<file path="src/rtl/serial_adder_if.sv">
// serial_adder_if: operand/result bundle between a host and serial_adder.
// Latency: none, plain wires; timing is set by the adder.
// Backpressure: none; the host issues start only when busy is low.
// Optional feature macro: SERIAL_ADDER_SUB_EN adds the sub select line.
interface serial_adder_if #(
    parameter int WIDTH = 8
);
    logic             start;
    logic [WIDTH-1:0] a;
    logic [WIDTH-1:0] b;
    logic             ci;
`ifdef SERIAL_ADDER_SUB_EN
    logic             sub;
`endif
    logic             busy;
    logic             done;
    logic [WIDTH-1:0] sum;
    logic             co;
    logic             ovf;

`ifdef SERIAL_ADDER_SUB_EN
    modport master (output start, a, b, ci, sub, input busy, done, sum, co, ovf);
    modport slave  (input start, a, b, ci, sub, output busy, done, sum, co, ovf);
`else
    modport master (output start, a, b, ci, input busy, done, sum, co, ovf);
    modport slave  (input start, a, b, ci, output busy, done, sum, co, ovf);
`endif
endinterface

</file>
<file path="src/rtl/serial_adder.sv">
// serial_adder: WIDTH-bit add processed DIGIT bits per clock via a registered inter-digit carry.
// Latency: N+1 cycles from the start edge to done (N = WIDTH/DIGIT); one result per N+1 cycles.
// Backpressure: none; start is ignored while busy, the host waits for the done pulse.
// Optional feature macro: SERIAL_ADDER_SUB_EN adds the sub select (a - b).
module serial_adder #(
    parameter int WIDTH = 8,
    parameter int DIGIT = 1
) (
    input  logic          clk,
    input  logic          reset,
    serial_adder_if.slave bus
);

    localparam int N  = WIDTH / DIGIT;
    localparam int CW = (N > 1) ? $clog2(N) : 1;
    localparam logic [CW-1:0] LAST = CW'(N - 1);

    // A DIGIT that does not tile WIDTH would leave a partial top digit.
    generate
        if (WIDTH < 1 || DIGIT < 1 || (WIDTH % DIGIT) != 0) begin : g_bad_digit
            $error("serial_adder: DIGIT must be >= 1 and divide WIDTH");
        end
    endgenerate

    typedef enum logic [1:0] {
        IDLE,
        RUN,
        DONE
    } state_t;

    state_t           r_state;
    logic [WIDTH-1:0] r_a;
    logic [WIDTH-1:0] r_b;
    logic [WIDTH-1:0] r_acc;
    logic [WIDTH-1:0] r_sum;
    logic             r_carry;
    logic             r_co;
    logic             r_ovf;
    logic             r_busy;
    logic             r_done;
    logic [CW-1:0]    r_cnt;

    logic [DIGIT-1:0] w_b_dig;
    logic [DIGIT-1:0] w_dsum;
    logic [DIGIT:0]   w_c;
    logic [WIDTH-1:0] w_acc_next;
    logic             w_init_carry;

`ifdef SERIAL_ADDER_SUB_EN
    logic r_sub;

    // Subtraction is a + ~b + 1: invert each B digit and seed the carry with 1.
    assign w_b_dig      = r_b[DIGIT-1:0] ^ {DIGIT{r_sub}};
    assign w_init_carry = bus.sub ? 1'b1 : bus.ci;
`else
    assign w_b_dig      = r_b[DIGIT-1:0];
    assign w_init_carry = bus.ci;
`endif

    // Ripple of DIGIT full-adder cells fed by the carry registered from the previous digit.
    always_comb begin
        w_c    = '0;
        w_dsum = '0;
        w_c[0] = r_carry;
        for (int i = 0; i < DIGIT; i++) begin
            w_dsum[i]  = r_a[i] ^ w_b_dig[i] ^ w_c[i];
            w_c[i + 1] = (r_a[i] & w_b_dig[i]) | (w_c[i] & (r_a[i] ^ w_b_dig[i]));
        end
    end

    // New digit enters at the MSB end; after N steps the LSB digit has reached bit 0.
    assign w_acc_next = WIDTH'({w_dsum, r_acc} >> DIGIT);

    // Control FSM and datapath; every output is a register updated here.
    always_ff @(posedge clk) begin
        if (reset) begin
            r_state <= IDLE;
            r_a     <= '0;
            r_b     <= '0;
            r_acc   <= '0;
            r_sum   <= '0;
            r_carry <= 1'b0;
            r_co    <= 1'b0;
            r_ovf   <= 1'b0;
            r_busy  <= 1'b0;
            r_done  <= 1'b0;
            r_cnt   <= '0;
`ifdef SERIAL_ADDER_SUB_EN
            r_sub   <= 1'b0;
`endif
        end else begin
            r_done <= 1'b0;
            case (r_state)
                IDLE, DONE: begin
                    if (bus.start) begin
                        r_state <= RUN;
                        r_busy  <= 1'b1;
                        r_a     <= bus.a;
                        r_b     <= bus.b;
                        r_carry <= w_init_carry;
                        r_cnt   <= '0;
`ifdef SERIAL_ADDER_SUB_EN
                        r_sub   <= bus.sub;
`endif
                    end else begin
                        r_state <= IDLE;
                        r_busy  <= 1'b0;
                    end
                end
                RUN: begin
                    r_a     <= r_a >> DIGIT;
                    r_b     <= r_b >> DIGIT;
                    r_acc   <= w_acc_next;
                    r_carry <= w_c[DIGIT];
                    r_cnt   <= r_cnt + 1'b1;
                    if (r_cnt == LAST) begin
                        // Final digit holds the MSB, so its top two carries give signed overflow.
                        r_state <= DONE;
                        r_busy  <= 1'b0;
                        r_done  <= 1'b1;
                        r_sum   <= w_acc_next;
                        r_co    <= w_c[DIGIT];
                        r_ovf   <= w_c[DIGIT] ^ w_c[DIGIT-1];
                    end
                end
                default: begin
                    r_state <= IDLE;
                    r_busy  <= 1'b0;
                end
            endcase
        end
    end

    assign bus.busy = r_busy;
    assign bus.done = r_done;
    assign bus.sum  = r_sum;
    assign bus.co   = r_co;
    assign bus.ovf  = r_ovf;

endmodule

</file>
<file path="src/flat_wrapper.sv">
// flat-port wrapper written by rule: the top's interface ports become plain ports
module serial_adder_flat 
#(
    parameter int WIDTH = 8,
    parameter int DIGIT = 1
)
  (clk, reset, bus_start, bus_a, bus_b, bus_ci, bus_busy, bus_done, bus_sum, bus_co, bus_ovf);
  serial_adder_if #(.WIDTH(WIDTH)) bus_i ();
  input  logic clk;
  input  logic reset;
  input wire logic [$bits(bus_i.start)-1:0] bus_start;
  input wire logic [$bits(bus_i.a)-1:0] bus_a;
  input wire logic [$bits(bus_i.b)-1:0] bus_b;
  input wire logic [$bits(bus_i.ci)-1:0] bus_ci;
  output wire logic [$bits(bus_i.busy)-1:0] bus_busy;
  output wire logic [$bits(bus_i.done)-1:0] bus_done;
  output wire logic [$bits(bus_i.sum)-1:0] bus_sum;
  output wire logic [$bits(bus_i.co)-1:0] bus_co;
  output wire logic [$bits(bus_i.ovf)-1:0] bus_ovf;
  assign bus_i.start = bus_start;
  assign bus_i.a = bus_a;
  assign bus_i.b = bus_b;
  assign bus_i.ci = bus_ci;
  assign bus_busy = bus_i.busy;
  assign bus_done = bus_i.done;
  assign bus_sum = bus_i.sum;
  assign bus_co = bus_i.co;
  assign bus_ovf = bus_i.ovf;
  serial_adder #(.WIDTH(WIDTH), .DIGIT(DIGIT)) u_core (.clk(clk), .reset(reset), .bus(bus_i));
endmodule
</file>
<file path="config.mk">
export PLATFORM = sky130hd
export DESIGN_NAME = serial_adder_flat
export DESIGN_NICKNAME = d
export VERILOG_FILES = /design/src/rtl/serial_adder_if.sv /design/src/rtl/serial_adder.sv /design/src/flat_wrapper.sv
export SDC_FILE = /design/constraint.sdc
export NUM_CORES = 1
export LEC_CHECK = 0
export BUFFER_PORTS_ARGS = -buffer_cell sky130_fd_sc_hd__clkbuf_2
export CAP_MARGIN = 20
export CORE_MARGIN = 2
export CORE_UTILIZATION = 30
export CTS_BUF_LIST = sky130_fd_sc_hd__clkbuf_2 sky130_fd_sc_hd__clkbuf_4 sky130_fd_sc_hd__clkbuf_8
export DETAILED_ROUTE_END_ITERATION = 10
export GPL_TIMING_DRIVEN = 0
export PLACE_DENSITY = 0.52
export SYNTH_ARGS = -nofsm -noshare
export SYNTH_HDL_FRONTEND = slang
export SYNTH_SLANG_ARGS = --single-unit
</file>
<file path="constraint.sdc">
create_clock -name clk -period 3.23 [get_ports clk]
set_input_delay 0.1615 -clock clk [delete_from_list [all_inputs] [get_ports clk]]
set_output_delay 0.1615 -clock clk [all_outputs]
set_load 0.02 [all_outputs]
</file>
==> flow_metrics.py, run 1 <==
metrics = {
    "run_status": {
        "status": "finished, final reports clean",
    },
    "routing": {
        "vias": 1375,
        "drcViolationCount": 0,
        "drtAntennaViolNets": 0,
        "routed_wl_um": 3580,
        "firstDrtPassIters": 4,
        "post_drt_wl_per_cell_um": 11.8,
        "vias_per_cell": 4.54,
        "first_iter_violations": 52,
    },
    "cts": {
        "cts_root_buffer": "clkbuf_8",
        "insertion_delay_ns": 0.29,
        "cts_buffer_depth": 2,
        "cts_resized": 0,
        "cts.sinks": 40,
        "clk_pin_slew_worst_paths_ns": 0.08,
        "postCtsHoldBufs": 0,
        "post_cts_buffers": 0,
        "numCtsBuffers": 5,
        "cts_tree": "built",
        "htree_levels": 2,
    },
    "power_and_ir_drop": {
        "power.switching_uw": 247,
        "p_leak_uw": 0.000779,
        "comb_power_share": 0.113,
        "p_seq_frac": 0.530,
        "ir_drop_mv": 0.247,
        "swShare": 0.246,
        "clockPowerShare": 0.357,
        "power.density_nw_per_um2": 518,
        "internal_power_uw": 757,
    },
    "cells_and_area": {
        "area_growth_pct": 20.9,
        "register_area_um2": 801,
        "nNetsFinal": 255,
        "multiInputGateArea_um2": 702,
        "fill_cells": 581,
        "stdcell_count": 303,
        "n_antenna_cell": 0,
        "drive_above_1_share": 0.219,
        "post-route-util": 0.378,
        "final_area_um2": 1940,
    },
    "die": {
        "core_um2": 5140,
        "dieHeight_um": 77.2,
        "io_pins": 32,
        "initial_core_util": 0.312,
        "die_area_um2": 5950,
        "num_rows": 26,
        "dieWidth_um": 77.2,
    },
    "place": {
        "hpwl_um": 2500,
        "placed_area_um2": 1840,
        "place_congestion": 0.749,
        "io_buffers": 30,
        "dp_slack_ns": 1.68,
        "place_inst": 295,
    },
    "flow_run": {
        "max-cap-violations": 0,
    },
    "grt": {
        "track_usage": 0.126,
        "grt_max_degree": 12,
        "grt_pass1_wl_um": 5970,
        "antenna_found_initial": 0,
        "overflow": 0,
        "grt_pass1_vias": 1291,
    },
    "synth": {
        "synth_ff_type": "dfxtp_1",
        "ys_warn_count": 0,
        "netlist_top_cells_area": "dfxtp_1 50%, nand2_1 15%, a311oi_1 8.2%, a21oi_1 6.5%, nor2_1 4.4%",
        "synth_common_cells": "66 x nand2_1, 40 x dfxtp_1, 21 x a21oi_1",
        "syn_inst": 195,
        "synth_cell_types": 22,
        "async_reset_ff_frac": 0,
        "synth_top_area_cell": "dfxtp_1",
        "yosysTopAreaCellShare": 0.499,
        "synth_edf_count": 0,
        "synth-seq-cells": 40,
        "synth_most_common_cell": "nand2_1",
        "yosysSeqAreaShare": 0.499,
        "synth_area_per_cell_um2": 8.23,
        "syn_nets": 218,
        "synth_area_um2": 1610,
    },
    "timing": {
        "relSlewSlack": 0.658,
        "finalSetupViolCount": 0,
        "rsz0062_at_grt": "false",
        "fmax_ghz": 0.647,
        "period_share": 0.479,
        "tns_ns": 0,
        "hold_viol": 0,
        "period_needed_ns": 1.55,
        "skew_ns": 0.00423,
        "fin_ws_ns": 1.68,
        "tightestPinTransition_ns": 0.513,
        "slew_violations": 0,
    },
    "critical_path": {
        "startpoint_type": "flip-flop",
        "critPathMaxFanout": 10,
        "cp.arrival_ns": 1.76,
        "cp-end-kind": "flip-flop",
        "required_ns": 3.45,
        "worst-setup-path-type": "reg -> reg",
        "ff2ff_setup_slack_ns": 1.68,
    },
    "min_path": {
        "hold_class": "in -> reg",
    },
}
==> kinds of logic (layout without fill, tap and decap cells) <==
kind of cell	after synthesis	count (layout)	synth area share
buf+inv	16	54	0.0639
compound gates	38	38	0.157
flops	40	40	0.499
xor+xnor	1	1	0.00546
fa+ha+maj	3	3	0.0281
simple gates	97	97	0.247
==> critical path, stage by stage, from the launching register on <==
cell and delay (ns):
dfxtp_1 0.33, ha_1 0.21, ha_1 0.21, nand3b_1 0.11
clkbuf_1 0.38, nand2_1 0.10, a21oi_1 0.14
==> through the flow <==
stage	hold slack [ns]	power, µW
global route	0.0910	1060
floorplan	0.298	623
finish	0.0997	1000
detailed placement	0.398	659
global placement	0.400	658
CTS	0.0852	1020
==> power groups by stage <==
stage	clock [µW]	sequential, µW	combinational (µW)
finish	358	532	114
global route	391	535	129
CTS	372	532	116
detailed placement	0	544	115
global placement	0	544	115
floorplan	0	541	81.2
==> cells in the final DEF, fill, tap and decap left out <==
cell type	instances
buf_6	1
a211oi_1	1
nand3_1	5
nand3b_1	1
or2b_2	1
buf_4	5
clkbuf_8	6
clkbuf_4	2
xnor2_1	1
ha_1	2
a21oi_1	21
nor2b_2	1
buf_8	1
clkbuf_1	5
nand2_1	66
a311oi_1	15
o21a_1	1
and3b_1	1
dfxtp_1	40
clkbuf_2	30
nor2_1	19
nor2b_1	1
fa_1	1
nand2b_1	2
buf_2	4
==> worst paths after layout <==
kind / from / end / cells past startpoint
setup / recovery: u_core.r_cnt[0] / u_core.bus.sum[7] / 6
hold / removal: bus_a[7] / u_core.r_a[7] / 3
setup reg to reg: u_core.r_cnt[0] / u_core.bus.sum[7] / 6
hold reg to reg: u_core.bus.sum[2] / u_core.bus.sum[2] / 2
==> registers in the layout (all words and copies together) (netlist names) <==
name / flops
u_core.r_state: 1
u_core.bus.done: 1
u_core.bus.sum: 8
u_core.bus.ovf: 1
u_core.r_acc: 7
u_core.r_a: 8
u_core.r_b: 8
u_core.r_carry: 1
u_core.r_cnt: 3
u_core.bus.co: 1
u_core.bus.busy: 1
==> cell type report <==
cell class | count | area share
tap | 70 | 0.0451
buffer | 16 | 0.0529
timing repair buffer | 30 | 0.0774
clock buffer | 8 | 0.0503
multi-input combinational | 139 | 0.362
sequential | 40 | 0.413
==> routing by layer <==
layer / share of wire / track usage / wire length [µm] / vias to the layer above
li1: - / - / - / 725
met2: 0.43 / 0.186 / 1540 / 33
met3: 0.051 / 0.0341 / 184 / 7
met5: 0 / 0 / 0 / -
met1: 0.50 / 0.176 / 1800 / 610
met4: 0.014 / 0.0482 / 50 / 0
Power figures use the tool's default switching activity.
==> run 2: changes to the inputs <==
--- a/config.mk
+++ b/config.mk
@@ -5,6 +5,7 @@
 export SDC_FILE = /design/constraint.sdc
 export NUM_CORES = 1
 export LEC_CHECK = 0
+export ABC_AREA = 1
 export BUFFER_PORTS_ARGS = -buffer_cell sky130_fd_sc_hd__clkbuf_2
 export CAP_MARGIN = 20
 export CORE_MARGIN = 2
@@ -12,7 +13,7 @@
 export CTS_BUF_LIST = sky130_fd_sc_hd__clkbuf_2 sky130_fd_sc_hd__clkbuf_4 sky130_fd_sc_hd__clkbuf_8
 export DETAILED_ROUTE_END_ITERATION = 10
 export GPL_TIMING_DRIVEN = 0
-export PLACE_DENSITY = 0.52
+export PLACE_DENSITY = 0.51
 export SYNTH_ARGS = -nofsm -noshare
 export SYNTH_HDL_FRONTEND = slang
 export SYNTH_SLANG_ARGS = --single-unit
==> constraint.sdc (replaced) <==
create_clock -name clk -period 1.6 [get_ports clk]
set_input_delay 0.08 -clock clk [delete_from_list [all_inputs] [get_ports clk]]
set_output_delay 0.08 -clock clk [all_outputs]
set_load 0.02 [all_outputs]
==> run 2 against run 1 <==
  * Fmax is 7.1% higher
  * Clock skew increased by 0.0029 ns
  * Sequential share of layout area down 5.4 points
  * Flip-flop and latch count is the same
  * Utilization decreased by 0.45 points
  * Worst setup slack worse by 1.5 ns
  * Routed wire length is 18% higher
  * Power rose by 130%
  * Combinational power grew to 3.3 times the previous value
  * Largest cell class unchanged
  * Largest power group unchanged
==> flow_metrics.py, run 2 <==
metrics = {
    "synth": {
        "synth-seq-cells": 40,
        "ys_warn_count": 0,
        "synth_ff_type": "dfxtp_1",
        "synth_common_cells": "44 x nand2_1, 40 x dfxtp_1, 40 x nand3_1",
        "syn_nets": 280,
        "synth_area_per_cell_um2": 7.31,
        "syn_inst": 257,
        "synth_most_common_cell": "nand2_1",
        "yosysTopAreaCellShare": 0.426,
        "synth_top_area_cell": "dfxtp_1",
        "async_reset_ff_frac": 0,
        "synth_edf_count": 0,
        "yosysSeqAreaShare": 0.426,
        "synth_cell_types": 25,
        "netlist_top_cells_area": "dfxtp_1 43%, nand3_1 11%, nand2_1 8.8%, inv_1 7.4%, nor2_1 4.6%",
        "synth_area_um2": 1880,
    },
    "cts": {
        "cts_buffer_depth": 2,
        "clk_pin_slew_worst_paths_ns": 0.09,
        "insertion_delay_ns": 0.29,
        "cts_resized": 0,
        "post_cts_buffers": 0,
        "htree_levels": 2,
        "numCtsBuffers": 5,
        "cts_root_buffer": "clkbuf_8",
        "postCtsHoldBufs": 0,
        "cts.sinks": 40,
        "cts_tree": "built",
    },
    "place": {
        "place_congestion": 0.720,
        "io_buffers": 30,
        "hpwl_um": 3010,
        "dp_slack_ns": 0.171,
    },
    "cells_and_area": {
        "drive_above_1_share": 0.220,
        "n_antenna_cell": 0,
        "fill_cells": 660,
        "area_growth_pct": 18.9,
        "final_cell_mix": "44 x nand2_1, 40 x nand3_1, 40 x dfxtp_1, 37 x inv_1, 30 x clkbuf_2",
        "nNetsFinal": 317,
        "final_common_cell": "nand2_1",
    },
    "critical_path": {
        "critPathMaxFanout": 10,
        "cp-end-kind": "flip-flop",
        "cpPeakStageDelay_ns": 0.36,
        "slowest_stage": "dfxtp_1",
        "required_ns": 1.80,
        "regToRegStartpoint": "u_core.r_cnt[0]",
        "worst-setup-path-type": "reg -> reg",
        "ff2ff_setup_slack_ns": 0.16,
        "worstPathCellList": "ha_1, ha_1, nand2_1, buf_2, nor2_1, nor2_1",
        "startpoint": "u_core.r_cnt[0]",
        "cp.arrival_ns": 1.64,
        "startpoint_type": "flip-flop",
    },
    "grt": {
        "grtUsageMet3": 0.0318,
        "grt-busiest-layer": "met2",
        "grtUsageMet1": 0.164,
        "grt_pass1_wl_um": 7350,
        "track_usage": 0.129,
        "antenna_found_initial": 0,
        "grtUsageMet2": 0.211,
        "grt_max_degree": 14,
        "overflow": 0,
        "grt_pass1_vias": 1627,
    },
    "timing": {
        "period_needed_ns": 1.44,
        "hold_viol": 0,
        "slew_violations": 0,
        "rsz0062_at_grt": "false",
        "fmax_ghz": 0.693,
        "holdWs_ns": 0.0138,
        "fin_ws_ns": 0.156,
        "skew_ns": 0.00713,
        "tightestPinTransition_ns": 0.337,
        "finalSetupViolCount": 0,
        "relSlewSlack": 0.775,
        "period_share": 0.902,
        "tns_ns": 0,
    },
    "routing": {
        "routed_wl_um": 4240,
        "firstDrtPassIters": 4,
        "vias_per_cell": 4.44,
        "post_drt_wl_per_cell_um": 11.4,
        "drtAntennaViolNets": 0,
        "vias": 1643,
        "first_iter_violations": 93,
        "drcViolationCount": 0,
    },
    "run_status": {
        "status": "finished, final reports clean",
    },
    "die": {
        "dieHeight_um": 83.1,
        "dieWidth_um": 83.1,
        "num_rows": 28,
        "die_area_um2": 6910,
        "io_pins": 32,
        "core_um2": 5990,
        "initial_core_util": 0.314,
    },
    "min_path": {
        "hold_class": "in -> reg",
        "worstHoldStart": "bus_a[0]",
    },
    "power_and_ir_drop": {
        "p_leak_uw": 0.00110,
        "ir_drop_mv": 0.322,
        "power_uw": 2290,
        "power.density_nw_per_um2": 1030,
    },
    "flow_run": {
        "max-cap-violations": 0,
    },
}
[run 2: area by class of cell]
cell class	instances	area, µm²	area share
Buffer	17	131	0.0588
Tap cell	75	93.8	0.0420
Clock inverter	3	42.5	0.0190
Timing Repair Buffer	30	150	0.0672
Clock buffer	5	68.8	0.0308
Multi-Input combinational cell	160	795	0.356
Inverter	40	153	0.0683
Sequential cell	40	801	0.358
[run 2: worst max-delay path, delay by kind of cell (launching register included)]
family	cells	cell delay (ns)
simple gates	3	0.27
buf+inv	1	0.20
fa+ha+maj	2	0.51
flops	1	0.36
[run 2: metrics by stage]
stage	utilization	cell area, µm²	cells
after floorplan	-	1880	257
after global placement	0.354	2120	362
after detailed placement	0.354	2120	362
after CTS	0.373	2230	370
after global routing	0.373	2230	370
final	0.373	2230	370
[run 2: worst paths after layout]
kind / end / cells past startpoint
setup reg to reg: u_core.bus.ovf / 6
setup / recovery: u_core.bus.ovf / 6
hold / removal: u_core.r_a[0] / 3
hold reg to reg: u_core.bus.sum[7] / 2
[run 2: logic make-up (layout without fill, tap and decap cells)]
group | after synthesis | after routing | share of synthesized area
AO/OA/AOI/OAI | 26 | 26 | 0.0712
flip-flops | 40 | 40 | 0.426
XOR/XNOR | 1 | 1 | 0.00466
adder cells (fa/ha/maj) | 3 | 3 | 0.0240
AND/OR/NAND/NOR | 130 | 130 | 0.323
buffers and inverters | 57 | 95 | 0.151
[run 2: power breakdown]
part / leakage, µW / internal (µW) / switching (µW)
logic: 0.000718 / 153 / 219
registers: 0.000328 / 1060 / 27.2
clock network: 0.0000541 / 462 / 373
[run 2: per-layer routing]
layer	share of wire	vias to the layer above
li1	-	879
met1	0.50	732
met2	0.46	28
met3	0.034	4
met4	0.0099	0
met5	0	-
==> run 3: changes to the inputs <==
--- a/config.mk
+++ b/config.mk
@@ -5,7 +5,6 @@
 export SDC_FILE = /design/constraint.sdc
 export NUM_CORES = 1
 export LEC_CHECK = 0
-export ABC_AREA = 1
 export BUFFER_PORTS_ARGS = -buffer_cell sky130_fd_sc_hd__clkbuf_2
 export CAP_MARGIN = 20
 export CORE_MARGIN = 2
@@ -13,7 +12,7 @@
 export CTS_BUF_LIST = sky130_fd_sc_hd__clkbuf_2 sky130_fd_sc_hd__clkbuf_4 sky130_fd_sc_hd__clkbuf_8
 export DETAILED_ROUTE_END_ITERATION = 10
 export GPL_TIMING_DRIVEN = 0
-export PLACE_DENSITY = 0.51
+export PLACE_DENSITY = 0.52
 export SYNTH_ARGS = -nofsm -noshare
 export SYNTH_HDL_FRONTEND = slang
 export SYNTH_SLANG_ARGS = --single-unit
==> run 3 against run 2 <==
  * Routed wire length down 16%
  * Register-to-register slack gained 0.05 ns
  * Worst setup slack improved by 0.047 ns
  * Hold slack better by 0.0045 ns
  * Critical path type unchanged
  * Fmax rose by 3.4%
  * Utilization rose by 0.53 points
  * Largest power group unchanged
  * Flip-flop and latch count unchanged
==> flow_metrics.py, run 3 (same netlist as run 1, synthesis figures left out) <==
metrics = {
    "run_status": {
        "status": "finished, final reports clean",
    },
    "critical_path": {
        "critPathMaxFanout": 10,
        "rr_worst_depth": 5,
        "cpPeakStageDelay_ns": 0.33,
        "cp.arrival_ns": 1.60,
        "startpoint": "u_core.r_cnt[0]",
        "startpoint_type": "flip-flop",
        "worst-setup-path-type": "reg -> reg",
        "regToRegStartpoint": "u_core.r_cnt[0]",
        "required_ns": 1.81,
        "reg2reg_to": "u_core.bus.ovf",
        "ff2ff_setup_slack_ns": 0.20,
        "slowest_stage": "dfxtp_1",
        "worstPathCellList": "ha_1, ha_1, and3b_1, buf_2, a211oi_1",
        "cp-end-kind": "flip-flop",
        "cpMostUsedCell": "ha_1",
        "crit_end": "u_core.bus.ovf",
    },
    "die": {
        "dieWidth_um": 77.2,
        "io_pins": 32,
        "dieHeight_um": 77.2,
        "core_um2": 5140,
        "num_rows": 26,
        "die_area_um2": 5950,
        "initial_core_util": 0.312,
    },
    "min_path": {
        "worstHoldStart": "bus_a[7]",
        "hold_class": "in -> reg",
    },
    "power_and_ir_drop": {
        "power.density_nw_per_um2": 1040,
        "p_leak_uw": 0.000782,
        "power_uw": 2020,
        "ir_drop_mv": 0.493,
    },
    "cts": {
        "postCtsHoldBufs": 0,
        "cts_resized": 0,
        "post_cts_buffers": 0,
        "cts_tree": "built",
        "numCtsBuffers": 5,
        "cts_root_buffer": "clkbuf_8",
        "clk_pin_slew_worst_paths_ns": 0.08,
        "cts_buffer_depth": 2,
        "htree_levels": 2,
        "cts.sinks": 40,
        "insertion_delay_ns": 0.29,
    },
    "grt": {
        "grt_max_degree": 12,
        "antenna_found_initial": 0,
        "grt_pass1_vias": 1291,
        "grt_pass1_wl_um": 5970,
        "overflow": 0,
        "track_usage": 0.126,
    },
    "place": {
        "place_congestion": 0.749,
        "hpwl_um": 2500,
        "io_buffers": 30,
    },
    "timing": {
        "relSlewSlack": 0.654,
        "finalSetupViolCount": 0,
        "period_share": 0.873,
        "period_needed_ns": 1.40,
        "fmax_ghz": 0.716,
        "rsz0062_at_grt": "false",
        "hold_viol": 0,
        "tns_ns": 0,
        "tightestPinTransition_ns": 0.518,
        "slew_violations": 0,
        "skew_ns": 0.00393,
    },
    "flow_run": {
        "max-cap-violations": 0,
    },
    "cells_and_area": {
        "drive_above_1_share": 0.223,
        "fill_cells": 579,
        "n_antenna_cell": 0,
        "final_common_cell": "nand2_1",
        "area_growth_pct": 21.1,
        "nNetsFinal": 255,
        "final_cell_mix": "66 x nand2_1, 40 x dfxtp_1, 30 x clkbuf_2, 21 x a21oi_1, 19 x nor2_1",
    },
    "routing": {
        "routed_wl_um": 3580,
        "first_iter_violations": 61,
        "vias": 1381,
        "firstDrtPassIters": 4,
        "post_drt_wl_per_cell_um": 11.8,
        "vias_per_cell": 4.56,
        "drcViolationCount": 0,
        "drtAntennaViolNets": 0,
    },
}
run 3: cell count changes in the layout (fill, tap and decap cells not counted), sizes merged, moves of 7 or more:
cell	delta
a311oi	+15
nor3	-15
o21ai	-12
nand2	+19
a21oi	+7
clkbuf	+7
inv	-40
nand3	-36
run 3: metal layers:
layer / vias to the layer above / part of all wire / track usage
met5: - / 0 / 0
met4: 0 / 0.014 / 0.0482
met3: 7 / 0.055 / 0.0341
met2: 38 / 0.43 / 0.186
met1: 610 / 0.50 / 0.176
li1: 726 / - / -
run 3: final cells by class:
cell class / instances / area [µm²] / area share
sequential: 40 / 801 / 0.412
tap: 70 / 87.6 / 0.0450
buffer: 15 / 98.8 / 0.0508
clock buffer: 8 / 97.6 / 0.0502
timing repair buffer: 31 / 158 / 0.0811
multi-input combinational: 139 / 702 / 0.361
run 3: through the flow:
step	hold WS, ns	cells	util	setup WS [ns]	instance area (µm²)
after floorplan	0.216	195	-	0.293	1610
after global placement	0.319	295	0.359	0.0447	1840
after detailed placement	0.316	295	0.359	0.0490	1840
after CTS	0.00374	303	0.378	0.0286	1940
after global routing	0.00949	303	0.378	0.0480	1940
final	0.0183	303	0.378	0.203	1940
run 3: worst min-delay path by stage:
stage | depth (start not counted) | end | slack (ns)
floorplan | 2 | u_core.r_a[7] | 0.22
finish | 3 | u_core.r_a[7] | 0.02
CTS | 3 | u_core.r_a[7] | 0.004
global route | 3 | u_core.r_a[7] | 0.009
global placement | 3 | u_core.r_b[7] | 0.32
detailed placement | 3 | u_core.r_a[7] | 0.32
run 3: power breakdown:
part	internal (µW)	leakage [µW]	switching, µW	total, µW
sequential	1040	0.000326	30.8	1070
combinational	99.4	0.000403	130	230
clock	386	0.0000523	334	720
run 3: critical path: cells and delay by family (launching register included):
kind,cells,cell delay [ns]
AO/OA/AOI/OAI,1,0.20
adder cells (fa/ha/maj),2,0.42
buffers and inverters,1,0.19
flip-flops,1,0.33
AND/OR/NAND/NOR,1,0.19
